File: config.mk
export PLATFORM = sky130hd
export DESIGN_NAME = accumulator_core_flat
export DESIGN_NICKNAME = d
export VERILOG_FILES = /design/src/rtl/accumulator_core_if.sv /design/src/rtl/accumulator_core.sv /design/src/flat_wrapper.sv
export SDC_FILE = /design/constraint.sdc
export NUM_CORES = 1
export LEC_CHECK = 0
export BUFFER_PORTS_ARGS = -buffer_cell sky130_fd_sc_hd__clkbuf_2
export CELL_PAD_IN_SITES_DETAIL_PLACEMENT = 0
export CELL_PAD_IN_SITES_GLOBAL_PLACEMENT = 1
export CORE_UTILIZATION = 32
export CTS_CLUSTER_DIAMETER = 150
export DETAILED_ROUTE_END_ITERATION = 10
export PLACE_DENSITY = 0.64
export SETUP_SLACK_MARGIN = 0.5
export SKIP_CTS_REPAIR_TIMING = 1
export SLEW_MARGIN = 30
export SYNTH_ARGS = -nofsm -noshare
export SYNTH_HDL_FRONTEND = slang
export SYNTH_SLANG_ARGS = --single-unit
File: constraint.sdc
create_clock -name i_clk -period 5.6 [get_ports i_clk]
set_input_delay 0.84 -clock i_clk [delete_from_list [all_inputs] [get_ports i_clk]]
set_output_delay 0.84 -clock i_clk [all_outputs]
set_load 0.03 [all_outputs]
File: src/rtl/accumulator_core_if.sv
// Instruction-fetch bus between accumulator_core (master) and its
// instruction memory (slave): address/request out, word/valid back.
interface accumulator_core_if #(
  parameter int DATA_WIDTH = 8,
  parameter int PC_WIDTH   = 4
);
  localparam int IW = 4 + DATA_WIDTH;

  logic [PC_WIDTH-1:0] iaddr;
  logic                ireq;
  logic [IW-1:0]       idata;
  logic                ivalid;

  modport master (output iaddr, ireq, input idata, ivalid);
  modport slave  (input iaddr, ireq, output idata, ivalid);
endinterface

File: src/rtl/accumulator_core.sv
// Multi-cycle accumulator CPU: FETCH/EXEC/HALT control, ALU, register file
// and Z/C flags, fetching over a request/valid instruction bus.
module accumulator_core #(
  parameter int DATA_WIDTH = 8,
  parameter int PC_WIDTH   = 4,
  parameter int NREG       = 4
) (
  input  logic                  i_clk,
  input  logic                  i_rst_n,
  accumulator_core_if.master    bus,
  output logic [DATA_WIDTH-1:0] o_acc_out,
  output logic                  o_z_flag,
  output logic                  o_c_flag,
  output logic                  o_halted
);
  localparam int IW = 4 + DATA_WIDTH;
  localparam int RA = $clog2(NREG);

  typedef enum logic [1:0] {
    S_FETCH = 2'd0,
    S_EXEC  = 2'd1,
    S_HALT  = 2'd2
  } state_t;

  typedef enum logic [3:0] {
    OP_NOP  = 4'h0, OP_LDI = 4'h1, OP_ADDI = 4'h2, OP_SUBI = 4'h3,
    OP_ANDI = 4'h4, OP_XORI = 4'h5, OP_MOV = 4'h6, OP_LD   = 4'h7,
    OP_ADD  = 4'h8, OP_SUB  = 4'h9, OP_AND = 4'hA, OP_XOR  = 4'hB,
    OP_JMP  = 4'hC, OP_JZ   = 4'hD, OP_JC  = 4'hE, OP_HALT = 4'hF
  } opcode_t;

  state_t                r_state;
  logic [PC_WIDTH-1:0]   r_pc;
  logic [IW-1:0]         r_ir;
  logic [DATA_WIDTH-1:0] r_acc;
  logic                  r_z;
  logic                  r_c;
  logic [DATA_WIDTH-1:0] r_regs [NREG];

  state_t                w_state_nxt;
  logic [PC_WIDTH-1:0]   w_pc_nxt;
  logic [IW-1:0]         w_ir_nxt;
  logic [DATA_WIDTH-1:0] w_acc_nxt;
  logic                  w_acc_we;
  logic                  w_z_nxt;
  logic                  w_c_nxt;
  logic                  w_reg_we;
  opcode_t               w_op;
  logic [DATA_WIDTH-1:0] w_imm;
  logic [RA-1:0]         w_rsel;
  logic [DATA_WIDTH-1:0] w_rn;
  logic [DATA_WIDTH-1:0] w_operand;
  logic [DATA_WIDTH:0]   w_sum;
  logic [DATA_WIDTH:0]   w_diff;

  assign w_op      = opcode_t'(r_ir[IW-1 -: 4]);
  assign w_imm     = r_ir[DATA_WIDTH-1:0];
  assign w_rsel    = w_imm[RA-1:0];
  assign w_rn      = r_regs[w_rsel];
  // Opcodes 8-B take a register operand, 1-5 the immediate.
  assign w_operand = w_op[3] ? w_rn : w_imm;
  assign w_sum     = {1'b0, r_acc} + {1'b0, w_operand};
  assign w_diff    = {1'b0, r_acc} - {1'b0, w_operand};

  // NOTE: every combinational output gets a default before the case so no
  // path leaves it unassigned; otherwise synthesis infers a latch.
  always_comb begin
    w_state_nxt = r_state;
    w_pc_nxt    = r_pc;
    w_ir_nxt    = r_ir;
    w_acc_nxt   = r_acc;
    w_acc_we    = 1'b0;
    w_z_nxt     = r_z;
    w_c_nxt     = r_c;
    w_reg_we    = 1'b0;
    case (r_state)
      S_FETCH: begin
        if (bus.ivalid) begin
          w_ir_nxt    = bus.idata;
          w_state_nxt = S_EXEC;
        end
      end
      S_EXEC: begin
        w_state_nxt = S_FETCH;
        w_pc_nxt    = r_pc + PC_WIDTH'(1);
        case (w_op)
          OP_LDI:          begin w_acc_nxt = w_imm;                 w_acc_we = 1'b1; end
          OP_ADDI, OP_ADD: begin {w_c_nxt, w_acc_nxt} = w_sum;      w_acc_we = 1'b1; end
          OP_SUBI, OP_SUB: begin {w_c_nxt, w_acc_nxt} = w_diff;     w_acc_we = 1'b1; end
          OP_ANDI, OP_AND: begin w_acc_nxt = r_acc & w_operand;     w_acc_we = 1'b1; end
          OP_XORI, OP_XOR: begin w_acc_nxt = r_acc ^ w_operand;     w_acc_we = 1'b1; end
          OP_MOV:          w_reg_we = 1'b1;
          OP_LD:           begin w_acc_nxt = w_rn;                  w_acc_we = 1'b1; end
          OP_JMP:          w_pc_nxt = w_imm[PC_WIDTH-1:0];
          OP_JZ:           if (r_z) w_pc_nxt = w_imm[PC_WIDTH-1:0];
          OP_JC:           if (r_c) w_pc_nxt = w_imm[PC_WIDTH-1:0];
          OP_HALT: begin
            w_pc_nxt    = r_pc;
            w_state_nxt = S_HALT;
          end
          default: ;
        endcase
        if (w_acc_we) w_z_nxt = (w_acc_nxt == '0);
      end
      default: ;
    endcase
  end

  // NOTE: clocked state uses non-blocking assignments so every register
  // samples pre-edge values; blocking here would create order-dependent races.
  always_ff @(posedge i_clk) begin
    if (!i_rst_n) begin
      r_state <= S_FETCH;
      r_pc    <= '0;
      r_ir    <= '0;
      r_acc   <= '0;
      r_z     <= 1'b0;
      r_c     <= 1'b0;
    end else begin
      r_state <= w_state_nxt;
      r_pc    <= w_pc_nxt;
      r_ir    <= w_ir_nxt;
      r_acc   <= w_acc_nxt;
      r_z     <= w_z_nxt;
      r_c     <= w_c_nxt;
    end
  end

  // NOTE: the register file is architecturally zero after reset, so it is
  // built from reset flops rather than left to map onto an unreset RAM.
  always_ff @(posedge i_clk) begin
    if (!i_rst_n) begin
      for (int i = 0; i < NREG; i++) r_regs[i] <= '0;
    end else if (w_reg_we) begin
      r_regs[w_rsel] <= r_acc;
    end
  end

  assign bus.iaddr = r_pc;
  assign bus.ireq  = (r_state == S_FETCH);
  assign o_halted  = (r_state == S_HALT);
  assign o_acc_out = r_acc;
  assign o_z_flag  = r_z;
  assign o_c_flag  = r_c;
endmodule

File: src/flat_wrapper.sv
// flat-port wrapper written by rule: the top's interface ports become plain ports
module accumulator_core_flat 
#(
  parameter int DATA_WIDTH = 8,
  parameter int PC_WIDTH   = 4,
  parameter int NREG       = 4
)
  (i_clk, i_rst_n, o_acc_out, o_z_flag, o_c_flag, o_halted, bus_iaddr, bus_ireq, bus_idata, bus_ivalid);
  accumulator_core_if #(.DATA_WIDTH(DATA_WIDTH), .PC_WIDTH(PC_WIDTH)) bus_i ();
  input  logic i_clk;
  input  logic i_rst_n;
  output logic [DATA_WIDTH-1:0] o_acc_out;
  output logic o_z_flag;
  output logic o_c_flag;
  output logic o_halted;
  output wire logic [$bits(bus_i.iaddr)-1:0] bus_iaddr;
  output wire logic [$bits(bus_i.ireq)-1:0] bus_ireq;
  input wire logic [$bits(bus_i.idata)-1:0] bus_idata;
  input wire logic [$bits(bus_i.ivalid)-1:0] bus_ivalid;
  assign bus_iaddr = bus_i.iaddr;
  assign bus_ireq = bus_i.ireq;
  assign bus_i.idata = bus_idata;
  assign bus_i.ivalid = bus_ivalid;
  accumulator_core #(.DATA_WIDTH(DATA_WIDTH), .PC_WIDTH(PC_WIDTH), .NREG(NREG)) u_core (.i_clk(i_clk), .i_rst_n(i_rst_n), .bus(bus_i), .o_acc_out(o_acc_out), .o_z_flag(o_z_flag), .o_c_flag(o_c_flag), .o_halted(o_halted));
endmodule
==> flow_metrics.tcl <==
set metrics [dict create \
    final_cell_mix "nand2_1 (49), a21oi_1 (34), edfxtp_1 (32), dfxtp_1 (30), clkbuf_2 (30)" \
    period_minus_slack_ns 4.006 \
    end_kind "flip-flop" \
    drt_iter0_markers 300 \
    tns_ns 0 \
    fp-row-count 40 \
    fin_crit_sh_pct 71.54 \
    synth_area_leaders "edfxtp_1 (24%), dfxtp_1 (15%), ha_1 (6.2%), nand2_1 (4.5%), a21oi_1 (4.2%)" \
    synth_cell_types 72 \
    yosysTopAreaCell "edfxtp_1" \
    synth_ff_type "edfxtp_1" \
    place_hpwl_um 8409 \
    core-area_sq_um 12160 \
    die_width_um 114.4 \
    crit_type "reg2reg" \
    vias 3373 \
    vias_per_cell 5.371 \
    ir_drop_uv 164.6 \
    synth_edf_count 32 \
    grt_antenna_before_repair 0 \
    rsz0062_at_grt "false" \
    final_nets 492 \
    yosysTopAreaCellShare_pct 23.76 \
    cts_sinks 62 \
    ioPinCount 31 \
    drc 0 \
    ant_nets 0 \
    grt_max_degree 33 \
    diodes 0 \
    power.leakage_nw 1.864 \
    layout_commonest_cell "nand2_1" \
    initial_core_util_pct 33.25 \
    cp.arrival_ns 4.25 \
    cts_tree "yes" \
    synth_cells 435 \
    place_congestion 0.8685 \
    outcome "complete, no violations" \
    track_usage_pct 18.62 \
    maxSlewViolCount 0 \
    finalHoldViolations 0 \
    clock_skew_ns 0.006707 \
    yosys_warnings 0 \
    first_pass_iters 5 \
    path_max_fanout 8 \
    htree_levels 3 \
    switching_power_uw 386.0 \
    synthArstFlopShare_pct 0 \
    p_seq_share_pct 40.3 \
    max-cap-violations 0 \
    worstPathRequired_ns 5.84 \
    path_clk_slew_ns 0.06 \
    layout-drive-gt1-share_pct 16.09 \
    grt_pass1_wl_um 18380 \
    ys_ff_latch 62 \
    syn_nets 472 \
    avgRoutedWirePerCell_um 18.20 \
    placed_cell_area_sq_um 4310 \
    area_growth_pct 13.95 \
    switching_share_pct 29.47 \
    seq_area_frac_synth_pct 38.61 \
    clkLatencyLatePin_ns 0.33 \
    max_slew_margin_pct 43.02 \
    io_buffers 30 \
    p_int_uw 923.5 \
    numCtsBuffers 9 \
    start_kind "flip-flop" \
    grt_pass1_vias 3110 \
    fmax_mhz 249.6 \
    overflow 0 \
    cts_buffer_depth 2 \
    tightest_slew_ns 0.8477 \
    dieArea_sq_um 13090 \
    pwr_density_cell_nw_per_um2 284.2 \
    setup_viol 0 \
    clockPowerShare_pct 42.7 \
    cts_root_buf "clkbuf_16" \
    syn_area_sq_um 4044 \
    routed_wl_um 11430 \
    power_frac_comb_pct 17.0 \
    die_y_um 114.4 \
    fin_area_sq_um 4608 \
    hold_class "reg2reg" \
    syn_avg_cell_area_sq_um 9.296 \
    p_total_mw 1.309 \
]
[metrics by stage]
step	cells	hold WS, ns	util (%)	worst slack [ns]
after detailed placement	612	0.4917	35.44	1.603
after floorplan	435	0.4455	-	1.703
final	628	0.4954	37.89	1.594
after global routing	628	0.5161	37.89	1.434
after CTS	628	0.4965	37.89	1.588
after global placement	612	0.4842	35.44	1.679
[routing by layer]
| metal | vias up | GRT usage (%) | part of all wire (%) |
|---|---|---|---|
| met2 | 95 | 27.31 | 45 |
| met3 | 13 | 4.235 | 5.6 |
| met1 | 1639 | 27.35 | 47 |
| li1 | 1626 | - | - |
| met4 | 0 | 4.935 | 1.5 |
| met5 | - | 0 | 0 |
[power by group through the flow]
stage	registers (mW)	clock network (mW)	logic [mW]
detailed placement	0.537	0	0.220
CTS	0.528	0.567	0.221
finish	0.527	0.559	0.223
global route	0.532	0.587	0.245
floorplan	0.527	0	0.164
global placement	0.537	0	0.220
[synth_stat cells, types with 4 or more instances]
| master | number |
|---|---|
| nand2b_1 | 11 |
| clkbuf_1 | 12 |
| o21ai_1 | 4 |
| and3_1 | 7 |
| mux4_2 | 5 |
| inv_1 | 23 |
| mux2i_1 | 10 |
| a22oi_1 | 4 |
| buf_2 | 6 |
| dfxtp_1 | 30 |
| buf_4 | 4 |
| a211oi_1 | 4 |
| ha_1 | 20 |
| nand3_1 | 7 |
| a221oi_1 | 5 |
| o22ai_1 | 5 |
| and2_1 | 24 |
| nand2_1 | 49 |
| nor3_1 | 7 |
| nor2_1 | 29 |
| edfxtp_1 | 32 |
| nor2b_1 | 5 |
| a21oi_1 | 34 |
| o21ai_0 | 20 |
[final timing paths]
check,from,end,slack [ns],cells after the start
max,flip-flop,u_core.o_z_flag$_SDFFE_PN0P_,1.59,12
min,u_core.r_ir[5]$_SDFFE_PN0P_,u_core.r_ir[5]$_SDFFE_PN0P_,0.50,2
max reg2reg,flip-flop,u_core.o_z_flag$_SDFFE_PN0P_,1.59,12
min reg2reg,u_core.r_ir[5]$_SDFFE_PN0P_,u_core.r_ir[5]$_SDFFE_PN0P_,0.50,2
[cell families after synthesis]
family	share of synthesized area, %
AO/OA/AOI/OAI	19.68
XOR/XNOR	1.083
adder cells (fa/ha/maj)	7.178
buffers and inverters	5.476
flip-flops	38.61
multiplexers	8.045
AND/OR/NAND/NOR	19.93
[worst max-delay path: stages, from the launching register on]
cell and delay [ns]:
dfxtp_1 0.64, mux4_2 0.59, mux2_2 0.31, ha_1 0.19
inv_1 0.06, fa_1 0.42, or2_1 0.22, a32oi_1 0.19
o32ai_1 0.12, a221oi_2 0.31, nand4bb_1 0.17, or4_4 0.55
o31ai_4 0.16
[registers in the layout (all words and copies together), names as in the netlist, named ones only]
name,count
u_core.r_regs,32
u_core.r_ir,12
u_core.o_acc_out,8
u_core.bus.iaddr,4
u_core.r_state,2
u_core.o_c_flag,1
u_core.o_z_flag,1
[layout make-up]
type / instances / area (sq um)
sequential: 62 / 1562
inverter: 26 / 97.59
multi-input combinational: 322 / 2261
clock buffer: 9 / 225.2
fill: 1230 / 7553
tap: 168 / 210.2
clock inverter: 7 / 72.57
timing repair buffer: 34 / 180.2
No activity file was read; power rests on OpenSTA's default activity.
